$ cat src/rtl/prbs_pkg.sv
// Shared PRBS definitions used by both the transmit-side generator and the
// receive-side checker.
package prbs_pkg;

  typedef enum logic [1:0] {
    FILL   = 2'd0,
    SEARCH = 2'd1,
    LOCKED = 2'd2
  } prbs_state_e;

  // Default polynomial x^9 + x^5 + 1.
  localparam int PRBS_POLY_LENGTH = 9;
  localparam int PRBS_POLY_TAP    = 5;

  // Bits needed for a counter that must hold the value max_count.
  function automatic int ctr_width(input int max_count);
    int w;
    w = $clog2(max_count + 1);
    return (w < 1) ? 1 : w;
  endfunction

endpackage

$ cat src/rtl/serial_to_para.sv
// Word deserialiser: shifts in one bit per enabled cycle, first bit lands in
// the word MSB. Dropping enable discards any partial word.
module serial_to_para
  import prbs_pkg::*;
#(
  parameter int WORD_WIDTH = 10
) (
  input  logic                  clk,
  input  logic                  rst,
  input  logic                  bit_i,
  input  logic                  enable_i,
  output logic [WORD_WIDTH-1:0] word_o,
  output logic                  valid_o
);

  localparam int CW = ctr_width(WORD_WIDTH - 1);

  logic [WORD_WIDTH-1:0] shift_q, shift_d;
  logic [WORD_WIDTH-1:0] word_q, word_d;
  logic [CW-1:0]         cnt_q, cnt_d;
  logic                  valid_q, valid_d;

  // Next-state: accumulate bits while enabled, publish on the last bit.
  always_comb begin
    shift_d = {shift_q[WORD_WIDTH-2:0], bit_i};
    cnt_d   = cnt_q;
    word_d  = word_q;
    valid_d = 1'b0;
    if (!enable_i) begin
      shift_d = shift_q;
      cnt_d   = '0;
    end else if (cnt_q == CW'(WORD_WIDTH - 1)) begin
      cnt_d   = '0;
      word_d  = shift_d;
      valid_d = 1'b1;
    end else begin
      cnt_d = cnt_q + CW'(1);
    end
  end

  // State and output registers.
  always_ff @(posedge clk or negedge rst) begin
    if (!rst) begin
      shift_q <= '0;
      word_q  <= '0;
      cnt_q   <= '0;
      valid_q <= 1'b0;
    end else begin
      shift_q <= shift_d;
      word_q  <= word_d;
      cnt_q   <= cnt_d;
      valid_q <= valid_d;
    end
  end

  assign word_o  = word_q;
  assign valid_o = valid_q;

endmodule

$ cat config.mk
export PLATFORM = sky130hd
export DESIGN_NAME = serial_to_para
export DESIGN_NICKNAME = d
export VERILOG_FILES = /design/src/rtl/prbs_pkg.sv /design/src/rtl/serial_to_para.sv
export SDC_FILE = /design/constraint.sdc
export NUM_CORES = 1
export LEC_CHECK = 0
export ABC_AREA = 0
export CORE_MARGIN = 10
export CORE_UTILIZATION = 45
export DETAILED_ROUTE_END_ITERATION = 16
export PLACE_DENSITY = 0.66
export SYNTH_ARGS = -nofsm -noshare
export SYNTH_HDL_FRONTEND = slang
export SYNTH_SLANG_ARGS = --single-unit
export TNS_END_PERCENT = 30
$ cat constraint.sdc
create_clock -name clk -period 1.9 [get_ports clk]
set_clock_uncertainty 0.1 [all_clocks]
set_input_delay 0.285 -clock clk [delete_from_list [all_inputs] [get_ports clk]]
set_output_delay 0.285 -clock clk [all_outputs]
set_load 0.005 [all_outputs]
# Word level (Yosys, flattened, before mapping)
# Index checks and enable logic that the tools add are counted.
[word_totals] word_cells=11 out_inout_bits=11 register_bits=24 inputBits=4
[op_classes] n_reduce_logical=1 muxes=4 n_addsub=1 n_eq_ne=1
[op_table] op="$mux W4" n=2
[op_table] op="$add A4 B1 Y4 const B" n=1
[op_table] op="$eq A4 B4 Y1 const B" n=1
[op_table] op="$mux W1" n=2
[op_table] op="$reduce_and A2 Y1" n=1

# Depth between registers and ports, before layout
# Gate-level depths: netlist of run 1.
[logic_depth] word_depth=3 depth_mapped=5 ltp_nobuf=5

# Worst setup path before layout of run 1
# Ideal clock, no wire load.
[synth_timing] path_kind="reg-to-reg" start="register cnt_q[1]" end="register word_q[0] (netlist: word_o[0])" n_path_buf=1 setup_time_ns=0.125 slack_ns=0.458 period_less_slack_ns=1.442 stages_incl_launch_ff=6 t_arrival_ns=1.217 t_required_ns=1.675 path_cell_list="dfrtp_1 -> inv_1 -> ha_1 -> nand4b_4 -> buf_6 -> mux2_4"
[synth_via] elab_chain_len=2
[synth_lines] element="start: declaration" line="serial_to_para.sv:20" rtl="logic [CW-1:0] cnt_q, cnt_d;"
[synth_lines] element="start signal: assignment" line="serial_to_para.sv:51" rtl="cnt_q <= cnt_d;"
[synth_lines] element="$eq A4 B4 Y1" line="serial_to_para.sv:32" rtl="end else if (cnt_q == CW'(WORD_WIDTH - 1)) begin"
[synth_lines] element="$reduce_and A2 Y1 (no line)"
[synth_lines] element="end signal: assignment" line="serial_to_para.sv:50" rtl="word_q <= word_d;"
[synth_lines] element="end: declaration" line="serial_to_para.sv:19" rtl="logic [WORD_WIDTH-1:0] word_q, word_d;"
# Every way passes these cells.
# A chain may end at the register's enable or synchronous reset.

# Worst setup path after layout of run 1
[layout_timing] start="register word_q[0] (netlist: word_o[0])" end="output port word_o[0]"
[layout_rtl] element="end: declaration" line="serial_to_para.sv:12" rtl="output logic [WORD_WIDTH-1:0] word_o,"
# No word-level cell between the ends.

==> flow_summary.toml, run 1 <==
[synthesis]
synthAdderAreaFrac = 0.02522
yosys_warnings = 0
syn_avg_cell_area_um2 = 16.00
syn-num-nets = 68
ys_top_cells_by_area = "dfrtp_1 61%, mux2_4 14%, mux2_2 11%"
synth_mux_area_frac = 0.2598
ys_ff_latch = 24
postSynthCellCount = 62
yosysSeqAreaShare = 0.6053
synth_top_family_by_area = "multiplexers"
yosys.area.top_type = "dfrtp_1"
synth_xor_xnor_area_share = 0
yosys.area_share.simple = 0.06683
synth_cell_types = 17
synth_compound_area_frac = 0.01892
syn_area_um2 = 992.2
synth_top_area_share = 0.6053

[pwr]
power_switching_mw = 0.2437
clock_power_share = 0.330
vdd.ir_drop.worst_uv = 505.7
powerDensity_nw_per_um2 = 909.4
seq_power_share = 0.565
cell_internal_pwr_mw = 0.8635
p_leak_nw = 0.5942
pwr-share-comb = 0.106
swShare = 0.2201

[min_path]
hp-class = "input pin to async pin"

[routing]
top_layer = "met4"
wl_met1_um = 727
via_count = 533
first_pass_iters = 2
wl_per_cell_um = 15.36
antenna_left = 0
drc = 0
wirelength_um = 1644
dr_wl_met3_um = 75
wl_met2_um = 833
viasPerCell = 4.981
drt_iter0_drc = 17

[timing]
fmax_mhz = 629.8
tightestPinTransition_ps = 298.7
drv_slew = 0
fin_tns_setup_ps = 0
period_share = 0.8357
max-slew-margin-rel = 0.8009
rsz0062_at_grt = "false"
hold_viol = 0
fin_crit_ps = 1588
setup_viol = 0

[clock_tree]
cts_tree = "built"
cts_root_buf = "clkbuf_4"
clk_latency_ps = 310
clk_pin_slew_ps = 140
hold_buffers = 0
numCtsBuffers = 3
htreeDepth = 1
clockBufferDepth = 2
ctsResizeCount = 0
clock_sinks = 24
post-cts-setup-buffers = 0

[layout]
nets = 87
fin_util = 0.6021
diodes = 0
drive_above_1_share = 0.3250
area_growth_pct = 22.70
fillers = 164

[setup_path]
required_ps = 1510
crit_buf_inv = 1
arrival_ps = 1200
startpoint_type = "flop"
critical_path.cell_chain = "clkdlybuf4s50_1"
crit_fanout = 2
crit_type = "flop to output pin"
slowest_delay_ps = 510
cp_slowest_cell = "clkdlybuf4s50_1"
end_kind = "output pin"
regToRegSetupSlack_ps = 320
cp_top_family = "buffers and inverters"

[global_route]
grt_start_max_net_pins = 25
grt_pass1_wl_um = 2753
grt_overflow = 0
grtUsageTotal = 0.07815
grt_pass1_vias = 562
antenna_found_initial = 0

[floorplan]
num_rows = 16
die_h_um = 66.96
chipWidth_um = 66.96
die-area_um2 = 4483
design.core.area_um2 = 2022
start_util = 0.4907
pin_count = 15

[job]
max_cap_violations = 0

[status]
status = "finished, final reports clean"

[placement]
hpwlAfterDp_um = 1201
io_buffers = 14
gp_congestion = 0.7212
[state kept, by name, summed over array words and instances, names as in the netlist]
signal / flops
cnt_q: 4
valid_o: 1
shift_q: 9
word_o: 10
[layer usage]
layer | GRT usage | vias to the layer above
met5 | 0 | -
met4 | 0.02308 | 0
met3 | 0.02676 | 2
met2 | 0.1268 | 7
met1 | 0.09505 | 272
li1 | - | 252
[cells in the mapped netlist]
master / number
a21oi_1: 1
and3_1: 1
buf_2: 1
buf_6: 1
dfrtp_1: 24
ha_1: 2
inv_1: 2
mux2_2: 10
mux2_4: 9
mux2i_1: 1
nand2_1: 2
nand4b_4: 1
nor2_1: 2
nor2b_1: 1
nor3b_1: 2
o21ai_0: 1
o31a_1: 1
[kinds of logic after synthesis]
kind of cell | after synthesis
compound gates | 3
fa+ha+maj | 2
buf+inv | 4
flops | 24
mux | 20
simple gates | 9
[cell type report]
cell class / count / area [µm²] / area share
Sequential cell: 24 / 600.6 / 0.4933
Clock inverter: 1 / 30.03 / 0.02467
Clock buffer: 3 / 22.52 / 0.01850
Inverter: 2 / 7.507 / 0.006166
Timing Repair Buffer: 16 / 155.1 / 0.1274
Tap cell: 27 / 33.78 / 0.02775
Multi-Input combinational cell: 34 / 367.9 / 0.3022
[cell usage in the layout, fill, tap and decap left out, drive strengths merged]
master         Yosys  layout
inv                2       2
and3               1       1
ha                 2       2
nand2              2       2
o31a               1       1
mux2i              1       1
clkbuf             0       3
bufinv             0       1
nor2               2       2
clkdlybuf4s50      0      14
dfrtp             24      24
a21oi              1       1
o21ai              1       1
nor2b              1       1
mux2              19      19
nor3b              2       2
buf                2       2
nand4b             1       1
[through the flow]
stage	hold WS (ps)	area [µm²]	cells	total power, mW	worst slack, ps
after floorplan	-110.6	992.2	62	0.6960	457.7
after global placement	381.4	1165	103	0.7445	216.9
after detailed placement	398.8	1165	103	0.7572	184.7
after CTS	214.3	1217	107	1.122	292.2
after global routing	212.7	1217	107	1.161	205.3
final	206.9	1217	107	1.107	312.1
[worst register-to-register path, delay by kind of cell, from the launching register on]
family                   cells  cell delay, ps
AND/OR/NAND/NOR              1             280
buffers and inverters        1              60
flip-flops                   1             420
multiplexers                 1             380
adder cells (fa/ha/maj)      1             240
[power by group through the flow]
stage	registers, mW	logic [mW]	clock network (mW)
floorplan	0.619	0.0774	0
global placement	0.631	0.114	0
finish	0.625	0.117	0.365
global route	0.635	0.131	0.395
CTS	0.627	0.121	0.374
detailed placement	0.637	0.120	0
[path summary, 6_finish.rpt]
| path | depth (start not counted) | from | to |
|---|---|---|---|
| max | 1 | word_o[0]$_DFFE_PN0P_ | word_o[0] |
| min | 2 | rst | word_o[6]$_DFFE_PN0P_ |
| max reg2reg | 4 | cnt_q[1]$_DFF_PN0_ | word_o[1]$_DFFE_PN0P_ |
| min reg2reg | 1 | cnt_q[0]$_DFF_PN0_ | cnt_q[0]$_DFF_PN0_ |
| max in group asynchronous | 2 | rst | shift_q[2]$_DFFE_PN0P_ |
| min in group clk | 1 | cnt_q[0]$_DFF_PN0_ | cnt_q[0]$_DFF_PN0_ |
Note: power is estimated with default switching activity, not from simulation.
==> run 2, diff against run 1 <==
PLACE_DENSITY = 0.69   (was 0.66)
clock period = 1.4 ns   (was 1.9 ns; I/O delays follow)
==> flow_summary.toml, run 2 (synthesis results as in run 1) <==
[status]
status = "complete, but fails checks"
violations = "setup timing"

[placement]
place_area_um2 = 1207
hpwlAfterDp_um = 1243
gp_congestion = 0.6541
dp_cells = 107
io_buffers = 14
place_ws_ps = -223.7

[timing]
drv_slew = 0
fin_tns_setup_ps = -71.29
rsz0062_at_grt = "true"
period_share = 1.012
hold_viol = 0
tightestPinTransition_ps = 328.3
whs_ps = 152.2
setup_slack_ps = -17.50
setup_viol = 6
fmax_mhz = 705.5
fin_crit_ps = 1417
max-slew-margin-rel = 0.7811

[setup_path]
regToRegSetupSlack_ps = -20
timing.rr.end = "word_o[9]$_DFFE_PN0P_"
r2r_start = "cnt_q[1]$_DFF_PN0_"
arrival_ps = 1510
required_ps = 1500
crit_type = "flop to flop"
end_kind = "flop"
startpoint_type = "flop"
startpoint = "cnt_q[1]$_DFF_PN0_"
crit_fanout = 6
worst-r2r-cell-count = 4

[job]
max_cap_violations = 0

[routing]
antenna_left = 0
wl_met2_um = 889
first_pass_iters = 2
wl_per_cell_um = 15.38
drt_iter0_drc = 15
viasPerCell = 4.974
top_layer = "met4"
wl_met1_um = 747
via_count = 567
wirelength_um = 1753
dr_wl_met3_um = 91
drc = 0

[clock_tree]
clk_pin_slew_ps = 120
cts_tree = "built"
clockBufferDepth = 2
htreeDepth = 1
cts_root_buf = "clkbuf_4"
hold_buffers = 0
numCtsBuffers = 3
clk_latency_ps = 310
clock_sinks = 24

[layout]
largest_reg_flops = 10
drive_above_1_share = 0.4023
nets = 95
layout_common_cells = "24 x dfrtp_1, 11 x dlygate4sd2_1, 10 x mux2_2"
area_growth_pct = 27.24
fin_util = 0.6244
final_common_cell = "dfrtp_1"
final_area_um2 = 1262
diodes = 0
stdcell_count = 114

[pwr]
total_power_mw = 1.318
power_switching_mw = 0.3179
clock_power_share = 0.218
seq_power_share = 0.639
swShare = 0.2413
cell_internal_pwr_mw = 0.9997
powerDensity_nw_per_um2 = 1044
p_leak_nw = 0.6861
vdd.ir_drop.worst_uv = 633.7
pwr-share-comb = 0.144

[global_route]
grt_start_max_net_pins = 25
grt_pass1_vias = 620
grt_overflow = 0
grtUsageTotal = 0.08325
antenna_found_initial = 0
grt_pass1_wl_um = 2884

[floorplan]
chipWidth_um = 66.96
design.core.area_um2 = 2022
pin_count = 15
start_util = 0.4907
die_h_um = 66.96
num_rows = 16
die-area_um2 = 4483

[min_path]
hp-class = "input pin to async pin"
-- run 2: changes by cell type in the layout (fill, tap and decap cells not counted), sizes merged --
cell,change
clkdlybuf4s50,-11
dlygate4sd2,+11
buf,+7
bufinv,-1
nand4b,+1
-- run 2: timing repair --
action,CTS,global route
resized for setup,12,2
buffers inserted,3,0
cloned,0,1
endpoints found under the hold margin,0,0
endpoints found under the setup margin,21,10
-- run 2: worst max-delay path by stage --
stage	to	slack, ps	cells past startpoint
floorplan	word_o[0]$_DFFE_PN0P_	10	5
global placement	word_o[9]$_DFFE_PN0P_	-210	3
detailed placement	word_o[1]$_DFFE_PN0P_	-220	3
CTS	word_o[9]$_DFFE_PN0P_	-80	4
global route	word_o[9]$_DFFE_PN0P_	-80	4
finish	word_o[9]$_DFFE_PN0P_	-20	4
-- run 2: cell type report --
cell class	count	area, µm²
sequential	24	600.6
inverter	2	7.507
fill	157	759.5
multi-input combinational	35	404.1
tap	27	33.78
clock buffer	3	22.52
timing repair buffer	23	193.9
-- run 2: critical path, stage by stage (launching register included) --
cell	delay, ps
dfrtp_1	410
inv_2	70
ha_4	170
nand4b_4	200
mux2_4	350
-- run 2: power groups by stage --
stage	clock (mW)	sequential [mW]	combinational, mW
2_1_floorplan	0	0.841	0.110
3_3_place_gp	0	0.852	0.176
3_5_place_dp	0	0.856	0.187
4_1_cts	0.306	0.841	0.187
5_1_grt	0.327	0.857	0.210
6_report	0.287	0.842	0.189
-- run 2: per-layer routing --
metal | global-route usage | vias up
li1 | - | 268
met1 | 0.08729 | 286
met2 | 0.1434 | 9
met3 | 0.02676 | 4
met4 | 0.04615 | 0
met5 | 0 | -
